## config.mk

```make
export PLATFORM = sky130hd
export DESIGN_NAME = mc_control_fsm_flat
export DESIGN_NICKNAME = d
export VERILOG_FILES = /design/src/rtl/mc_ctrl_pkg.sv /design/src/rtl/mc_control_fsm_if.sv /design/src/rtl/alu_decoder.sv /design/src/rtl/mc_control_fsm.sv /design/src/flat_wrapper.sv
export SDC_FILE = /design/constraint.sdc
export NUM_CORES = 1
export LEC_CHECK = 0
export ABC_AREA = 1
export CORE_UTILIZATION = 45
export CTS_BUF_LIST = sky130_fd_sc_hd__clkbuf_16
export DETAILED_ROUTE_END_ITERATION = 12
export PLACE_DENSITY = 0.66
export RECOVER_POWER = 25
export SLEW_MARGIN = 20
export SYNTH_ARGS = -nofsm -noshare
export SYNTH_HDL_FRONTEND = slang
export SYNTH_HIERARCHICAL = 1
export SYNTH_SLANG_ARGS = --single-unit
```

## constraint.sdc

```tcl
create_clock -name clk -period 4.8 [get_ports clk]
set_clock_uncertainty 0.1 [all_clocks]
set_input_delay 1.44 -clock clk [delete_from_list [all_inputs] [get_ports clk]]
set_output_delay 1.44 -clock clk [all_outputs]
set_load 0.005 [all_outputs]
```

## src/rtl/mc_ctrl_pkg.sv

```systemverilog
// ----------------------------------------------------------------------------
// mc_ctrl_pkg
// Shared types and encodings for the multicycle RV32I control path:
//   state_t   - main control FSM states
//   OP_*      - supported major opcodes
//   ALU_*     - ALUControl encodings driven to the shared ALU
//   alu_op_t  - coarse ALU operation requested by the FSM
//   IMM_*, RES_*, SRCA_*, SRCB_* - datapath mux select encodings
// ----------------------------------------------------------------------------
package mc_ctrl_pkg;

  typedef enum logic [3:0] {
    S_FETCH    = 4'd0,
    S_DECODE   = 4'd1,
    S_MEMADR   = 4'd2,
    S_MEMREAD  = 4'd3,
    S_MEMWB    = 4'd4,
    S_MEMWRITE = 4'd5,
    S_EXECUTER = 4'd6,
    S_EXECUTEI = 4'd7,
    S_ALUWB    = 4'd8,
    S_BEQ      = 4'd9,
    S_JAL      = 4'd10
  } state_t;

  localparam logic [6:0] OP_LW  = 7'b0000011;
  localparam logic [6:0] OP_SW  = 7'b0100011;
  localparam logic [6:0] OP_R   = 7'b0110011;
  localparam logic [6:0] OP_I   = 7'b0010011;
  localparam logic [6:0] OP_BEQ = 7'b1100011;
  localparam logic [6:0] OP_JAL = 7'b1101111;

  localparam logic [2:0] ALU_ADD = 3'b000;
  localparam logic [2:0] ALU_SUB = 3'b001;
  localparam logic [2:0] ALU_AND = 3'b010;
  localparam logic [2:0] ALU_OR  = 3'b011;
  localparam logic [2:0] ALU_SLT = 3'b101;

  typedef enum logic [1:0] {
    ALUOP_ADD  = 2'b00,
    ALUOP_SUB  = 2'b01,
    ALUOP_FUNC = 2'b10
  } alu_op_t;

  localparam logic [1:0] IMM_I = 2'b00;
  localparam logic [1:0] IMM_S = 2'b01;
  localparam logic [1:0] IMM_B = 2'b10;
  localparam logic [1:0] IMM_J = 2'b11;

  localparam logic [1:0] RES_ALUOUT    = 2'b00;
  localparam logic [1:0] RES_DATA      = 2'b01;
  localparam logic [1:0] RES_ALURESULT = 2'b10;

  localparam logic [1:0] SRCA_PC    = 2'b00;
  localparam logic [1:0] SRCA_OLDPC = 2'b01;
  localparam logic [1:0] SRCA_RS1   = 2'b10;

  localparam logic [1:0] SRCB_RS2  = 2'b00;
  localparam logic [1:0] SRCB_IMM  = 2'b01;
  localparam logic [1:0] SRCB_FOUR = 2'b10;

  function automatic logic is_supported_op(input logic [6:0] op);
    return (op == OP_LW) || (op == OP_SW) || (op == OP_R) ||
           (op == OP_I)  || (op == OP_BEQ) || (op == OP_JAL);
  endfunction

endpackage

```

## src/rtl/mc_control_fsm_if.sv

```systemverilog
// ----------------------------------------------------------------------------
// mc_control_fsm_if
// Bundle between the control FSM and the multicycle datapath.
//   Datapath -> control : op, funct3, funct7b5, Zero, MemReady
//   Control -> datapath : PCWrite, AdrSrc, MemWrite, IRWrite, ResultSrc,
//                         ALUSrcA, ALUSrcB, RegWrite, ImmSrc, ALUControl,
//                         IllegalInstr, BusErr (+ InstRet when
//                         MC_CTRL_INSTRET_EN is defined)
// Modports: master = control FSM, slave = datapath.
// ----------------------------------------------------------------------------
interface mc_control_fsm_if;
  logic [6:0]  op;
  logic [2:0]  funct3;
  logic        funct7b5;
  logic        Zero;
  logic        MemReady;
  logic        PCWrite;
  logic        AdrSrc;
  logic        MemWrite;
  logic        IRWrite;
  logic [1:0]  ResultSrc;
  logic [1:0]  ALUSrcA;
  logic [1:0]  ALUSrcB;
  logic        RegWrite;
  logic [1:0]  ImmSrc;
  logic [2:0]  ALUControl;
  logic        IllegalInstr;
  logic        BusErr;
`ifdef MC_CTRL_INSTRET_EN
  logic [31:0] InstRet;
`endif

  modport master (
    input  op, funct3, funct7b5, Zero, MemReady,
    output PCWrite, AdrSrc, MemWrite, IRWrite, ResultSrc, ALUSrcA, ALUSrcB,
           RegWrite, ImmSrc, ALUControl, IllegalInstr, BusErr
`ifdef MC_CTRL_INSTRET_EN
    , output InstRet
`endif
  );

  modport slave (
    output op, funct3, funct7b5, Zero, MemReady,
    input  PCWrite, AdrSrc, MemWrite, IRWrite, ResultSrc, ALUSrcA, ALUSrcB,
           RegWrite, ImmSrc, ALUControl, IllegalInstr, BusErr
`ifdef MC_CTRL_INSTRET_EN
    , input InstRet
`endif
  );
endinterface

```

## src/rtl/alu_decoder.sv

```systemverilog
// ----------------------------------------------------------------------------
// alu_decoder
// Combinational translation of the FSM's coarse ALU request into the ALU's
// 3-bit ALUControl code.
//   i_alu_op     : add / sub / decode-from-funct
//   i_funct3     : instruction funct3
//   i_op5        : opcode bit 5 (1 for R-type, 0 for I-type ALU)
//   i_funct7b5   : instruction bit 30
//   o_alu_control: ALUControl encoding
// ----------------------------------------------------------------------------
module alu_decoder
  import mc_ctrl_pkg::*;
(
  input  alu_op_t    i_alu_op,
  input  logic [2:0] i_funct3,
  input  logic       i_op5,
  input  logic       i_funct7b5,
  output logic [2:0] o_alu_control
);

  always_comb begin
    o_alu_control = ALU_ADD;
    unique case (i_alu_op)
      ALUOP_ADD: o_alu_control = ALU_ADD;
      ALUOP_SUB: o_alu_control = ALU_SUB;
      default: begin
        case (i_funct3)
          // Only R-type can subtract; addi reuses bit 30 as immediate data.
          3'b000:  o_alu_control = (i_op5 && i_funct7b5) ? ALU_SUB : ALU_ADD;
          3'b010:  o_alu_control = ALU_SLT;
          3'b110:  o_alu_control = ALU_OR;
          3'b111:  o_alu_control = ALU_AND;
          default: o_alu_control = ALU_ADD;
        endcase
      end
    endcase
  end

endmodule

```

## src/rtl/mc_control_fsm.sv

```systemverilog
// ----------------------------------------------------------------------------
// mc_control_fsm
// Main control FSM of the multicycle RV32I core. Sequences fetch, decode,
// execute, memory access and writeback over a shared ALU and unified memory,
// with a MemReady handshake and a configurable memory wait timeout.
//   clk      : clock, rising edge
//   reset    : asynchronous active-high, forces FETCH
//   bus      : mc_control_fsm_if.master (instruction fields, Zero, MemReady
//              in; datapath controls, IllegalInstr, BusErr out)
// Parameter MEM_TIMEOUT : MemReady-low cycles tolerated in a memory state
//              before abort (0 = wait forever).
// Optional  : define MC_CTRL_INSTRET_EN to add the 32-bit retired-instruction
//              counter bus.InstRet.
// ----------------------------------------------------------------------------
module mc_control_fsm
  import mc_ctrl_pkg::*;
#(
  parameter int unsigned MEM_TIMEOUT = 255
) (
  input  logic               clk,
  input  logic               reset,
  mc_control_fsm_if.master   bus
);

  localparam logic [31:0] TIMEOUT_LAST = (MEM_TIMEOUT == 0) ? 32'd0 : 32'(MEM_TIMEOUT - 1);

  state_t      r_state;
  state_t      w_state_next;
  logic [31:0] r_wait_cnt;
  logic [31:0] w_wait_next;
  logic        w_mem_wait;
  logic        w_timeout;
  alu_op_t     w_alu_op;
  logic [2:0]  w_alu_control;

  // Memory-access states that wait on MemReady and are covered by the timeout.
  assign w_mem_wait = (r_state == S_FETCH) || (r_state == S_MEMREAD) ||
                      (r_state == S_MEMWRITE);

  // Timeout fires in the cycle the counter would reach MEM_TIMEOUT; a
  // completing MemReady in that same cycle takes priority.
  assign w_timeout = (MEM_TIMEOUT != 0) && !reset && w_mem_wait &&
                     !bus.MemReady && (r_wait_cnt == TIMEOUT_LAST);

  // Counter only runs while stalled; any completion, abort or state change
  // (which only happens on completion/abort here) clears it.
  assign w_wait_next = (w_mem_wait && !bus.MemReady && !w_timeout) ?
                       r_wait_cnt + 32'd1 : 32'd0;

  // State register
  always_ff @(posedge clk or posedge reset) begin
    if (reset) begin
      r_state    <= S_FETCH;
      r_wait_cnt <= 32'd0;
    end else begin
      r_state    <= w_state_next;
      r_wait_cnt <= w_wait_next;
    end
  end

  // Next-state logic
  always_comb begin
    w_state_next = r_state;
    case (r_state)
      S_FETCH: begin
        if (w_timeout)         w_state_next = S_FETCH;
        else if (bus.MemReady) w_state_next = S_DECODE;
      end
      S_DECODE: begin
        case (bus.op)
          OP_LW, OP_SW: w_state_next = S_MEMADR;
          OP_R:         w_state_next = S_EXECUTER;
          OP_I:         w_state_next = S_EXECUTEI;
          OP_BEQ:       w_state_next = S_BEQ;
          OP_JAL:       w_state_next = S_JAL;
          default:      w_state_next = S_FETCH;
        endcase
      end
      S_MEMADR:   w_state_next = (bus.op == OP_LW) ? S_MEMREAD : S_MEMWRITE;
      S_MEMREAD: begin
        if (w_timeout)         w_state_next = S_FETCH;
        else if (bus.MemReady) w_state_next = S_MEMWB;
      end
      S_MEMWB:    w_state_next = S_FETCH;
      S_MEMWRITE: begin
        if (w_timeout || bus.MemReady) w_state_next = S_FETCH;
      end
      S_EXECUTER: w_state_next = S_ALUWB;
      S_EXECUTEI: w_state_next = S_ALUWB;
      S_ALUWB:    w_state_next = S_FETCH;
      S_BEQ:      w_state_next = S_FETCH;
      S_JAL:      w_state_next = S_ALUWB;
      default:    w_state_next = S_FETCH;
    endcase
  end

  alu_decoder u_alu_decoder (
    .i_alu_op      (w_alu_op),
    .i_funct3      (bus.funct3),
    .i_op5         (bus.op[5]),
    .i_funct7b5    (bus.funct7b5),
    .o_alu_control (w_alu_control)
  );

  assign bus.ALUControl = w_alu_control;
  assign bus.BusErr     = w_timeout;

  // Output decode
  always_comb begin
    bus.PCWrite      = 1'b0;
    bus.AdrSrc       = 1'b0;
    bus.MemWrite     = 1'b0;
    bus.IRWrite      = 1'b0;
    bus.ResultSrc    = RES_ALUOUT;
    bus.ALUSrcA      = SRCA_PC;
    bus.ALUSrcB      = SRCB_RS2;
    bus.RegWrite     = 1'b0;
    bus.IllegalInstr = 1'b0;
    w_alu_op         = ALUOP_ADD;
    case (r_state)
      S_FETCH: begin
        bus.ALUSrcB   = SRCB_FOUR;
        bus.ResultSrc = RES_ALURESULT;
        // Reset holds the FSM in FETCH; keep the write strobes quiet then.
        bus.IRWrite   = bus.MemReady && !reset;
        bus.PCWrite   = bus.MemReady && !reset;
      end
      S_DECODE: begin
        bus.ALUSrcA      = SRCA_OLDPC;
        bus.ALUSrcB      = SRCB_IMM;
        bus.IllegalInstr = !is_supported_op(bus.op);
      end
      S_MEMADR: begin
        bus.ALUSrcA = SRCA_RS1;
        bus.ALUSrcB = SRCB_IMM;
      end
      S_MEMREAD: bus.AdrSrc = 1'b1;
      S_MEMWB: begin
        bus.ResultSrc = RES_DATA;
        bus.RegWrite  = 1'b1;
      end
      S_MEMWRITE: begin
        bus.AdrSrc   = 1'b1;
        bus.MemWrite = 1'b1;
      end
      S_EXECUTER: begin
        bus.ALUSrcA = SRCA_RS1;
        bus.ALUSrcB = SRCB_RS2;
        w_alu_op    = ALUOP_FUNC;
      end
      S_EXECUTEI: begin
        bus.ALUSrcA = SRCA_RS1;
        bus.ALUSrcB = SRCB_IMM;
        w_alu_op    = ALUOP_FUNC;
      end
      S_ALUWB: bus.RegWrite = 1'b1;
      S_BEQ: begin
        bus.ALUSrcA = SRCA_RS1;
        bus.ALUSrcB = SRCB_RS2;
        w_alu_op    = ALUOP_SUB;
        bus.PCWrite = bus.Zero;
      end
      S_JAL: begin
        bus.ALUSrcA = SRCA_OLDPC;
        bus.ALUSrcB = SRCB_FOUR;
        bus.PCWrite = 1'b1;
      end
      default: ;
    endcase
  end

  // Immediate format depends only on the opcode, independent of state.
  always_comb begin
    case (bus.op)
      OP_SW:   bus.ImmSrc = IMM_S;
      OP_BEQ:  bus.ImmSrc = IMM_B;
      OP_JAL:  bus.ImmSrc = IMM_J;
      default: bus.ImmSrc = IMM_I;
    endcase
  end

`ifdef MC_CTRL_INSTRET_EN
  logic [31:0] r_instret;
  logic        w_retire;

  // Last cycle of each retiring instruction; JAL retires through ALUWB.
  assign w_retire = (r_state == S_MEMWB) || (r_state == S_ALUWB) ||
                    (r_state == S_BEQ) ||
                    ((r_state == S_MEMWRITE) && bus.MemReady);

  always_ff @(posedge clk or posedge reset) begin
    if (reset)         r_instret <= 32'd0;
    else if (w_retire) r_instret <= r_instret + 32'd1;
  end

  assign bus.InstRet = r_instret;
`endif

endmodule

```

## src/flat_wrapper.sv

```systemverilog
// flat-port wrapper written by rule: the top's interface ports become plain ports
module mc_control_fsm_flat import mc_ctrl_pkg::*;
#(
  parameter int unsigned MEM_TIMEOUT = 255
)
  (clk, reset, bus_op, bus_funct3, bus_funct7b5, bus_Zero, bus_MemReady, bus_PCWrite, bus_AdrSrc, bus_MemWrite, bus_IRWrite, bus_ResultSrc, bus_ALUSrcA, bus_ALUSrcB, bus_RegWrite, bus_ImmSrc, bus_ALUControl, bus_IllegalInstr, bus_BusErr);
  mc_control_fsm_if bus_i ();
  input  logic clk;
  input  logic reset;
  input wire logic [$bits(bus_i.op)-1:0] bus_op;
  input wire logic [$bits(bus_i.funct3)-1:0] bus_funct3;
  input wire logic [$bits(bus_i.funct7b5)-1:0] bus_funct7b5;
  input wire logic [$bits(bus_i.Zero)-1:0] bus_Zero;
  input wire logic [$bits(bus_i.MemReady)-1:0] bus_MemReady;
  output wire logic [$bits(bus_i.PCWrite)-1:0] bus_PCWrite;
  output wire logic [$bits(bus_i.AdrSrc)-1:0] bus_AdrSrc;
  output wire logic [$bits(bus_i.MemWrite)-1:0] bus_MemWrite;
  output wire logic [$bits(bus_i.IRWrite)-1:0] bus_IRWrite;
  output wire logic [$bits(bus_i.ResultSrc)-1:0] bus_ResultSrc;
  output wire logic [$bits(bus_i.ALUSrcA)-1:0] bus_ALUSrcA;
  output wire logic [$bits(bus_i.ALUSrcB)-1:0] bus_ALUSrcB;
  output wire logic [$bits(bus_i.RegWrite)-1:0] bus_RegWrite;
  output wire logic [$bits(bus_i.ImmSrc)-1:0] bus_ImmSrc;
  output wire logic [$bits(bus_i.ALUControl)-1:0] bus_ALUControl;
  output wire logic [$bits(bus_i.IllegalInstr)-1:0] bus_IllegalInstr;
  output wire logic [$bits(bus_i.BusErr)-1:0] bus_BusErr;
  assign bus_i.op = bus_op;
  assign bus_i.funct3 = bus_funct3;
  assign bus_i.funct7b5 = bus_funct7b5;
  assign bus_i.Zero = bus_Zero;
  assign bus_i.MemReady = bus_MemReady;
  assign bus_PCWrite = bus_i.PCWrite;
  assign bus_AdrSrc = bus_i.AdrSrc;
  assign bus_MemWrite = bus_i.MemWrite;
  assign bus_IRWrite = bus_i.IRWrite;
  assign bus_ResultSrc = bus_i.ResultSrc;
  assign bus_ALUSrcA = bus_i.ALUSrcA;
  assign bus_ALUSrcB = bus_i.ALUSrcB;
  assign bus_RegWrite = bus_i.RegWrite;
  assign bus_ImmSrc = bus_i.ImmSrc;
  assign bus_ALUControl = bus_i.ALUControl;
  assign bus_IllegalInstr = bus_i.IllegalInstr;
  assign bus_BusErr = bus_i.BusErr;
  mc_control_fsm #(.MEM_TIMEOUT(MEM_TIMEOUT)) u_core (.clk(clk), .reset(reset), .bus(bus_i));
endmodule
```

==> implementation parameters <==
Parameter                              Value

Run status
  Outcome ... finished, violations left
  Violated checks ... capacitance limit, slew limit

Clock network
  Cell at the root of the clock tree ... sky130_fd_sc_hd__clkbuf_16
  Clock buffers created by TritonCTS ... 5
  CTS Sinks ... 36
  Clock network latency to the later pin of the worst-skew pair ... 0.27 ns
  TritonCTS clock tree ... done
  Setup repair bufs after CTS ... 0
  Number of H-tree levels ... 2
  Maximum buffer depth of the clock tree ... 2
  Clk slew on worst S/H paths ... 0.05 ns

Place
  Global placement routability congestion ... 0.901
  I/O Buffers ... 32
  Post-DP HPWL ... 4470 um
  Placed Cells incl. Taps ... 458

Die
  Effective utilization at floorplan ... 47.2%
  Rows ... 26
  Number of ports placed on the die boundary ... 33
  Full die area ... 0.00568 mm2
  Height of the die ... 75.4 um
  Core Region ... 0.00514 mm2
  Die X-Extent ... 75.4 um

Yosys
  Share of async-settable or async-resettable flops after synthesis ... 100%
  Syn Std Cell Area ... 0.00242 mm2
  Count of yosys warnings during synthesis ... 6
  Post-synthesis cell count ... 357
  Post-synthesis sequential element count ... 36
  Post-Syn Nets ... 374
  Part of the Yosys area used for sequential elements ... 37.2%
  EDFF count, synth ... 0
  Synth cell types ... 26
  Post-synthesis area per instance ... 6.79 um2
  Most instantiated flip-flop cell in the synthesis netlist ... sky130_fd_sc_hd__dfrtp_1

Worst setup path
  CP Launch Point ... bus_op[4]
  List of cells traversed by the critical path ... clkdlybuf4s50_1 > inv_1 > nand3_1 > o21ai_0 > and3_1 > clkdlybuf4s50_1
  Critical path class ... in2out
  Endpoint arrival time on the critical path ... 3.16 ns
  CP startpoint kind ... primary input
  Delay of the slowest critical-path stage ... 0.50 ns
  Critical Path RT ... 3.26 ns
  Library cell appearing most often on the critical path ... sky130_fd_sc_hd__clkdlybuf4s50_1
  Largest fanout on the critical path ... 4
  Launching point of the worst reg2reg path ... u_core/r_wait_cnt[0]$_DFF_PP0_
  CP Capture Type ... output pin
  Slowest cell on the critical path ... sky130_fd_sc_hd__clkdlybuf4s50_1

Drt
  DR pass1 iterations ... 4
  Number of nets with antenna violations after routing ... 0
  Number of DRC violations after detailed routing ... 0
  Vias per std cell ... 4.90
  Detail-routed net length per standard cell ... 12.4 um
  1st-iter DRT viols ... 112
  Total Wirelength ... 5750 um
  Detailed-route via count ... 2,279

Cells and area
  Fraction of final layout cells sized beyond drive strength 1 ... 7.34%
  Final Util ... 57.4%
  Nets ... 412
  Area growth, synth to finish ... 21.7%
  Antenna diode instance count ... 0
  Layout Cells excl Fill ... 465

Timing
  Maximum clock rate ... 213 MHz
  Final critical path time including I/O delays and setup ... 4.70 ns
  Slew HR ... -25.9%
  Final setup violation count ... 0
  Post-route setup TNS ... 0 ns
  Setup repair after global routing missed its margin ... no
  Crit share post-route ... 97.9%
  Max-slew violation count ... 37
  Count of final hold-check violations ... 0
  Worst Tran Pin Value ... 1.89 ns

Power
  Pleak ... 1.29 nW
  Power density normalized to cell area ... 288 mW/mm2
  VDD IR-drop max ... 0.217 mV

Min path
  Launch instance of the worst min-delay path ... u_core/r_wait_cnt[0]$_DFF_PP0_
  Hold Crit Class ... reg2reg

GRT
  All-layer global routing usage ... 22.2%
  Sum of overflow across all layers after global routing ... 0
  Pin count of the biggest net entering global routing ... 37
  Number of global-route vias before repair ... 2,137
  Antenna violations before repair ... 0
  Wire length of the first global-routing pass ... 9500 um

Job
  Number of maximum-capacitance constraint violations ... 1
## registers in the layout, summed over array words and instances, names as in the netlist
signal and flops:
u_core/r_state 4, u_core/r_wait_cnt 32
## report_power, final
group / internal [mW] / switching, mW / leakage, nW
Combinational: 0.0966 / 0.128 / 0.728
Clock: 0.185 / 0.112 / 0.0648
Sequential: 0.315 / 0.0136 / 0.500
## path summary, 6_finish.rpt
kind | endpoint | slack, ns | depth (start not counted)
max in group asynchronous | u_core/r_wait_cnt[24]$_DFF_PP0_ | 1.40 | 3
min reg2reg | u_core/r_wait_cnt[0]$_DFF_PP0_ | 0.39 | 1
min in group asynchronous | u_core/r_wait_cnt[29]$_DFF_PP0_ | 2.12 | 3
max | bus_ImmSrc[0] | 0.10 | 6
max reg2reg | u_core/r_wait_cnt[18]$_DFF_PP0_ | 2.95 | 8
min | u_core/r_wait_cnt[0]$_DFF_PP0_ | 0.39 | 1
## per-layer routing
layer,vias to the layer above,global-route usage [%],part of all wire (%)
met5,-,0,0
met4,0,7.20,1.6
met3,9,3.97,4.0
met2,45,35.3,45
met1,1044,30.7,50
li1,1181,-,-
## critical path: cells and delay by family
family / cells / cell delay (ns)
buffers and inverters: 3 / 1.05
and+or+nand+nor: 2 / 0.35
AOI/OAI and AO/OA: 1 / 0.32
## layout by cell type, fill, tap and decap left out, types with 4 or more instances in the layout
master / synthesis / final
sky130_fd_sc_hd__a21oi_1: 9 / 9
sky130_fd_sc_hd__nor2_1: 79 / 79
sky130_fd_sc_hd__nand4_1: 8 / 8
sky130_fd_sc_hd__inv_1: 45 / 45
sky130_fd_sc_hd__nor3_1: 14 / 14
sky130_fd_sc_hd__nor2_2: 17 / 16
sky130_fd_sc_hd__clkdlybuf4s50_1: 0 / 32
sky130_fd_sc_hd__o21ai_0: 4 / 4
sky130_fd_sc_hd__nand2_1: 93 / 93
sky130_fd_sc_hd__clkbuf_16: 0 / 5
sky130_fd_sc_hd__nand3_1: 11 / 11
sky130_fd_sc_hd__dfrtp_1: 36 / 36
sky130_fd_sc_hd__xor2_1: 15 / 15
sky130_fd_sc_hd__xnor2_1: 7 / 7
## cells in the mapped netlist (2+ instances only)
cell	number	area, um2
sky130_fd_sc_hd__ha_1	2	25.0
sky130_fd_sc_hd__inv_1	45	169
sky130_fd_sc_hd__nand2_1	93	349
sky130_fd_sc_hd__nor2_1	79	297
sky130_fd_sc_hd__o21ai_1	2	10.0
sky130_fd_sc_hd__xnor2_1	7	61.3
sky130_fd_sc_hd__buf_6	2	22.5
sky130_fd_sc_hd__dfrtp_1	36	901
sky130_fd_sc_hd__and3_1	2	12.5
sky130_fd_sc_hd__nand4_1	8	50.1
sky130_fd_sc_hd__nand3_1	11	55.1
sky130_fd_sc_hd__xor2_1	15	131
sky130_fd_sc_hd__a21oi_1	9	45.0
sky130_fd_sc_hd__nor3_1	14	70.1
sky130_fd_sc_hd__nor2_2	17	106
sky130_fd_sc_hd__nand2_2	2	12.5
sky130_fd_sc_hd__o21ai_0	4	20.0
## stage by stage
step                hold WS, ns  total power, mW  worst slack, ns  cell area, um2
floorplan                 0.367            0.468            0.316            2420
global placement          0.392            0.563            0.182            2820
detailed placement        0.394            0.560            0.115            2820
CTS                       0.401            0.864            0.106            2950
global route              0.417            0.899           0.0133            2950
finish                    0.395            0.851            0.102            2950
## what timing repair did
action                     4_1_cts  5_1_grt
hold buffers                     0        0
setup endpoints to repair        0        1
gates resized for setup          0        1
## cells by family (layout without fill, tap and decap cells)
logic type      count (synthesis)  in the layout  synth area share (%)
buf+inv                        48             86                  8.16
flops                          36             36                  37.2
simple gates                  230            230                  41.2
xor+xnor                       22             22                  7.95
fa+ha+maj                       2              2                  1.03
compound gates                 19             19                  4.44
## cell type report
| cell class | count | area [um2] |
|---|---|---|
| multi-input combinational | 273 | 1330 |
| clock inverter | 2 | 7.51 |
| sequential | 36 | 901 |
| tap | 70 | 87.6 |
| inverter | 46 | 175 |
| fill | 525 | 2190 |
| timing repair buffer | 33 | 324 |
| clock buffer | 5 | 125 |
(Power assumes the default switching activity.)
